$ cat src/rtl/mux_cl_seq_pkg.sv
// rtl/mux_cl_seq_pkg.sv - shared types and helpers for the registered N:1 channel mux
package mux_cl_pkg;

  typedef enum logic {
    MODE_DIRECT = 1'b0,
    MODE_SCAN   = 1'b1
  } mode_e;

  typedef enum logic {
    S_IDLE = 1'b0,
    S_FULL = 1'b1
  } state_e;

  // Ceiling log2 usable in parameter expressions; NCH need not be a power of two.
  function automatic int clog2(input int n);
    int r;
    r = 0;
    for (int i = 0; i < 31; i++) begin
      if ((1 << i) < n) r = i + 1;
    end
    return r;
  endfunction

endpackage

$ cat src/rtl/mux_cl_seq_if.sv
// rtl/mux_cl_seq_if.sv - request, channel data and output handshake bundle for mux_cl_seq
interface mux_cl_seq_if
  import mux_cl_pkg::*;
#(
  parameter int NCH = 8,
  parameter int W   = 1
) ();
  localparam int SELW = clog2(NCH);

  logic [NCH*W-1:0] din;
  logic [NCH-1:0]   ch_en;
  logic             mode;
  logic [SELW-1:0]  sel_in;
  logic             sel_vld;
  logic             sel_rdy;
  logic [W-1:0]     dout;
  logic [SELW-1:0]  dout_ch;
  logic             dout_err;
  logic             dout_vld;
  logic             dout_rdy;

  modport master (
    output din, ch_en, mode, sel_in, sel_vld, dout_rdy,
    input  sel_rdy, dout, dout_ch, dout_err, dout_vld
  );

  modport slave (
    input  din, ch_en, mode, sel_in, sel_vld, dout_rdy,
    output sel_rdy, dout, dout_ch, dout_err, dout_vld
  );
endinterface

$ cat src/rtl/mux_cl_seq_rr_next_en.sv
// rtl/mux_cl_seq_rr_next_en.sv - round-robin search for the next enabled channel after ptr
module rr_next_en
  import mux_cl_pkg::*;
#(
  parameter int NCH  = 8,
  parameter int SELW = clog2(NCH)
) (
  input  logic [SELW-1:0] i_ptr,
  input  logic [NCH-1:0]  i_ch_en,
  output logic [SELW-1:0] o_nxt,
  output logic            o_any
);

  int w_sum;

  assign o_any = |i_ch_en;

  // Walk candidates from farthest (ptr itself) to nearest so the closest hit after ptr wins.
  always_comb begin
    o_nxt = i_ptr;
    w_sum = 0;
    for (int k = NCH; k >= 1; k--) begin
      w_sum = int'(i_ptr) + k;
      if (w_sum >= NCH) w_sum = w_sum - NCH;
      if (i_ch_en[w_sum[SELW-1:0]]) o_nxt = w_sum[SELW-1:0];
    end
  end

endmodule

$ cat src/rtl/mux_cl_seq.sv
// rtl/mux_cl_seq.sv - registered N:1 channel mux with DIRECT select and round-robin SCAN modes
module mux_cl_seq
  import mux_cl_pkg::*;
#(
  parameter int NCH = 8,
  parameter int W   = 1
) (
  input logic         clk,
  input logic         rst_n,
  mux_cl_seq_if.slave bus
);

  localparam int SELW = clog2(NCH);
  localparam logic [0:0] ST_IDLE = S_IDLE;
  localparam logic [0:0] ST_FULL = S_FULL;

  logic [0:0]      r_state;
  logic [W-1:0]    r_dout;
  logic [SELW-1:0] r_ch;
  logic            r_err;
  logic [SELW-1:0] r_ptr;

  logic            w_scan;
  logic            w_load_ok;
  logic            w_load;
  logic            w_any;
  logic            w_hit;
  logic [SELW-1:0] w_nxt;
  logic [SELW-1:0] w_ch;
  logic [W-1:0]    w_data;

  rr_next_en #(
    .NCH  (NCH),
    .SELW (SELW)
  ) u_rr (
    .i_ptr   (r_ptr),
    .i_ch_en (bus.ch_en),
    .o_nxt   (w_nxt),
    .o_any   (w_any)
  );

  assign w_scan    = (bus.mode == MODE_SCAN);
  assign w_load_ok = (r_state == ST_IDLE) | bus.dout_rdy;
  assign w_ch      = w_scan ? w_nxt : bus.sel_in;

  // Requests are not acknowledged while reset is asserted, since reset discards any load.
  assign w_load    = rst_n & w_load_ok & (w_scan ? w_any : bus.sel_vld);
  assign bus.sel_rdy = rst_n & w_load_ok & ~w_scan;

  // An index with no matching channel leaves w_hit low and the data at zero.
  always_comb begin
    w_data = '0;
    w_hit  = 1'b0;
    for (int c = 0; c < NCH; c++) begin
      if (w_ch == SELW'(c)) begin
        w_data = bus.din[c*W +: W];
        w_hit  = 1'b1;
      end
    end
  end

  always_ff @(posedge clk) begin
    if (!rst_n) begin
      r_state <= ST_IDLE;
      r_dout  <= '0;
      r_ch    <= '0;
      r_err   <= 1'b0;
      r_ptr   <= SELW'(NCH - 1);
    end else begin
      if (w_load) begin
        r_state <= ST_FULL;
        r_dout  <= w_data;
        r_ch    <= w_ch;
        r_err   <= ~w_scan & ~w_hit;
        if (w_scan) r_ptr <= w_nxt;
      end else if (bus.dout_rdy) begin
        r_state <= ST_IDLE;
      end
    end
  end

  assign bus.dout     = r_dout;
  assign bus.dout_ch  = r_ch;
  assign bus.dout_err = r_err;
  assign bus.dout_vld = (r_state == ST_FULL);

endmodule
$ cat src/flat_wrapper.sv
// flat-port wrapper written by rule: the top's interface ports become plain ports
module mux_cl_seq_flat import mux_cl_pkg::*;
#(
  parameter int NCH = 8,
  parameter int W   = 1
)
  (clk, rst_n, bus_din, bus_ch_en, bus_mode, bus_sel_in, bus_sel_vld, bus_dout_rdy, bus_sel_rdy, bus_dout, bus_dout_ch, bus_dout_err, bus_dout_vld);
  mux_cl_seq_if #(.NCH(NCH), .W(W)) bus_i ();
  input logic clk;
  input logic rst_n;
  input wire logic [$bits(bus_i.din)-1:0] bus_din;
  input wire logic [$bits(bus_i.ch_en)-1:0] bus_ch_en;
  input wire logic [$bits(bus_i.mode)-1:0] bus_mode;
  input wire logic [$bits(bus_i.sel_in)-1:0] bus_sel_in;
  input wire logic [$bits(bus_i.sel_vld)-1:0] bus_sel_vld;
  input wire logic [$bits(bus_i.dout_rdy)-1:0] bus_dout_rdy;
  output wire logic [$bits(bus_i.sel_rdy)-1:0] bus_sel_rdy;
  output wire logic [$bits(bus_i.dout)-1:0] bus_dout;
  output wire logic [$bits(bus_i.dout_ch)-1:0] bus_dout_ch;
  output wire logic [$bits(bus_i.dout_err)-1:0] bus_dout_err;
  output wire logic [$bits(bus_i.dout_vld)-1:0] bus_dout_vld;
  assign bus_i.din = bus_din;
  assign bus_i.ch_en = bus_ch_en;
  assign bus_i.mode = bus_mode;
  assign bus_i.sel_in = bus_sel_in;
  assign bus_i.sel_vld = bus_sel_vld;
  assign bus_i.dout_rdy = bus_dout_rdy;
  assign bus_sel_rdy = bus_i.sel_rdy;
  assign bus_dout = bus_i.dout;
  assign bus_dout_ch = bus_i.dout_ch;
  assign bus_dout_err = bus_i.dout_err;
  assign bus_dout_vld = bus_i.dout_vld;
  mux_cl_seq #(.NCH(NCH), .W(W)) u_core (.clk(clk), .rst_n(rst_n), .bus(bus_i));
endmodule
$ cat config.mk
export PLATFORM = sky130hd
export DESIGN_NAME = mux_cl_seq_flat
export DESIGN_NICKNAME = d
export VERILOG_FILES = /design/src/rtl/mux_cl_seq_pkg.sv /design/src/rtl/mux_cl_seq_if.sv /design/src/rtl/mux_cl_seq_rr_next_en.sv /design/src/rtl/mux_cl_seq.sv /design/src/flat_wrapper.sv
export SDC_FILE = /design/constraint.sdc
export NUM_CORES = 1
export LEC_CHECK = 0
export ABC_AREA = 1
export BUFFER_PORTS_ARGS = -buffer_cell sky130_fd_sc_hd__buf_4
export CORE_MARGIN = 2
export CORE_UTILIZATION = 45
export CTS_CLUSTER_SIZE = 20
export DETAILED_ROUTE_END_ITERATION = 6
export GPL_TIMING_DRIVEN = 0
export PLACE_DENSITY = 0.7
export SLEW_MARGIN = 0
export SYNTH_ARGS = -nofsm -noshare
export SYNTH_HDL_FRONTEND = slang
export SYNTH_SLANG_ARGS = --single-unit
$ cat constraint.sdc
create_clock -name clk -period 4.77 [get_ports clk]
set_input_delay 0.2385 -clock clk [delete_from_list [all_inputs] [get_ports clk]]
set_output_delay 0.2385 -clock clk [all_outputs]
set_load 0.02 [all_outputs]
==> flow_summary.json <==
{
  "grt_pass1_vias": 1265,
  "finalWeightedCongestion": 0.934,
  "crit_type": "flop to flop",
  "cp-startpoint": "u_core.r_ptr[0]",
  "cts_tree": "built",
  "netlist_area_um2": 1200,
  "fillCellCount": 252,
  "post-dp-hpwl_mm": 2.57,
  "num_vias": 1365,
  "start_kind": "flop",
  "drive_above_1_share": 0.321,
  "p_sw_w": 0.000194,
  "cts-root-buf": "clkbuf_4",
  "cp-end-kind": "flop",
  "io_pins": 31,
  "cts_made_buffers": 3,
  "drt_wl_total_mm": 3.04,
  "p_per_area_nw_per_um2": 274,
  "multiInputGateArea_um2": 870,
  "vias_per_cell": 5.17,
  "power.internal_w": 0.000213,
  "gr-usage-all-layers": 0.204,
  "antenna_cells": 0,
  "p_total_w": 0.000407,
  "setup_viol": 0,
  "status": "finished, final reports clean",
  "htree_num_levels": 1,
  "firstDrtPassIters": 4,
  "seq_power_share": 0.213,
  "swShare": 0.477,
  "drv_cap": 0,
  "clockBufferDepth": 2,
  "synth_nets": 227,
  "antenna_found_initial": 0,
  "cts_resized": 0,
  "max_clock_freq_ghz": 0.372,
  "dpl_cell_area_um2": 1460,
  "final_common_cell": "nand2_1",
  "port_buffers": 29,
  "areaGrowthSynthToFinish_pct": 23.4,
  "die_w_um": 55.7,
  "relSlewSlack": 0.746,
  "cp_data_arrival_time_ns": 2.84,
  "start_util": 0.481,
  "ys_seq_area_frac": 0.150,
  "drc": 0,
  "grt_overflow": 0,
  "post_cts_buffers": 0,
  "core_area_um2": 2500,
  "synth_top_cell_by_area": "nand2_1",
  "hold_viol_final": 0,
  "power.leakage_nw": 0.849,
  "grt_start_max_net_pins": 11,
  "crit_path_frequent_cell": "nand2_1",
  "ys_ff_latch": 9,
  "clock_power_share": 0.142,
  "synth_top_area_share": 0.196,
  "avgRoutedWirePerCell_um": 11.5,
  "slew_violations": 0,
  "final_area_um2": 1490,
  "grt_pass1_wl_mm": 5.26,
  "hp-start": "rst_n",
  "synth_cell_types": 27,
  "yosys_warnings": 0,
  "syn_avg_cell_area_um2": 5.99,
  "synth_cells": 201,
  "pwr-share-comb": 0.644,
  "slowest_delay_ns": 0.48,
  "chipHeight_um": 55.7,
  "clk_pin_slew_ns": 0.06,
  "ir_drop_uv": 271,
  "ant_nets": 0,
  "critPathMaxFanout": 10,
  "clk_latency_ns": 0.26,
  "slowest_stage": "ha_1",
  "crit_chain": "buf_6, inv_4, buf_12, ha_1, inv_2, nand3_1, nand3_2, nand2_1, inv_2, nand2_1, nand2_1, nand2_1, nand2_2, nand2_2, nand2_2, nand2_1, nand2_1, nand2_2, nand3_1, nand2_1, nand2_1, nand2_1, nor2_1",
  "worst_pin_slew_ns": 0.380,
  "die_area_um2": 3100,
  "rows": 18,
  "required_ns": 4.92,
  "setup_tns_ns": 0,
  "period_share": 0.564,
  "layout.area.seq_um2": 180,
  "hp-class": "primary input to flop",
  "r2r-start": "u_core.r_ptr[0]",
  "fin_nets": 261,
  "mostFrequentLayoutCells": "nand2_1 (63), buf_4 (30), nand3_1 (30)",
  "holdBufCountCts": 0,
  "post-route-min-period_ns": 2.69,
  "drtIter0Drc": 34,
  "skew_ns": 0.00278,
  "cts.sinks": 9,
  "synth.area.top_cells": "nand2_1 (20%), dfxtp_1 (15%), nand3_1 (12%)",
  "rsz0062_at_grt": "no"
}
-- cell type report --
| type | count | share of cell area |
|---|---|---|
| Multi-Input combinational cell | 161 | 0.586 |
| Tap cell | 30 | 0.0253 |
| Timing Repair Buffer | 29 | 0.147 |
| Inverter | 27 | 0.0699 |
| Buffer | 4 | 0.0337 |
| Clock buffer | 4 | 0.0177 |
| Sequential cell | 9 | 0.121 |
-- stage by stage --
step	std cells	hold WS (ns)	utilization	setup WS [ns]
5_1_grt	264	0.220	0.594	1.85
2_1_floorplan	201	0.337	-	2.45
3_5_place_dp	260	0.427	0.584	2.09
3_3_place_gp	260	0.424	0.584	2.14
4_1_cts	264	0.224	0.594	2.07
6_report	264	0.230	0.594	2.08
-- state kept, by name, indices dropped and copies added, names as in the netlist --
signal and cells:
u_core.bus.dout_ch 3, u_core.r_ptr 3, u_core.bus.dout 1, u_core.bus.dout_err 1
u_core.bus.dout_vld 1
-- power by group through the flow --
stage / registers, W / clock network (W) / logic (W)
floorplan: 0.0000928 / 0 / 0.000194
global placement: 0.0000880 / 0 / 0.000255
detailed placement: 0.0000883 / 0 / 0.000261
CTS: 0.0000868 / 0.0000601 / 0.000262
global route: 0.0000875 / 0.0000649 / 0.000296
finish: 0.0000868 / 0.0000579 / 0.000262
-- critical path, delay by kind of cell (launching register included) --
kind	cells	cell delay, ns
buffers and inverters	5	0.52
adder cells (fa/ha/maj)	1	0.48
AND/OR/NAND/NOR	17	1.20
flip-flops	1	0.36
-- layer usage --
metal	vias up	wire, um	global-route usage	part of all wire
li1	713	-	-	-
met1	609	1320	0.256	0.43
met2	43	1570	0.366	0.51
met3	0	152	0.0419	0.050
met4	0	0	0.0279	0
met5	-	0	0	0
-- worst paths after layout --
| kind | endpoint | slack (ns) | cells after the start |
|---|---|---|---|
| setup / recovery | u_core.bus.dout | 2.08 | 23 |
| hold / removal | u_core.r_ptr[0] | 0.23 | 2 |
| setup reg to reg | u_core.bus.dout | 2.08 | 23 |
| hold reg to reg | u_core.bus.dout_err | 0.43 | 2 |
-- kinds of logic after synthesis --
kind of cell / share of synthesized area
compound gates: 0.0863
buf+inv: 0.128
flops: 0.150
fa+ha+maj: 0.0208
xor+xnor: 0.00728
simple gates: 0.608
-- synthesized netlist by cell type (all sizes together) --
cell type  instances
or2                2
o211ai             3
nor2              13
nand3             43
dfxtp              9
a21oi              8
nand2             79
and2               1
xnor2              1
a31oi              2
or4                1
o21ai              5
nor3               1
buf                4
inv               27
ha                 2
Power figures use the tool's default switching activity.
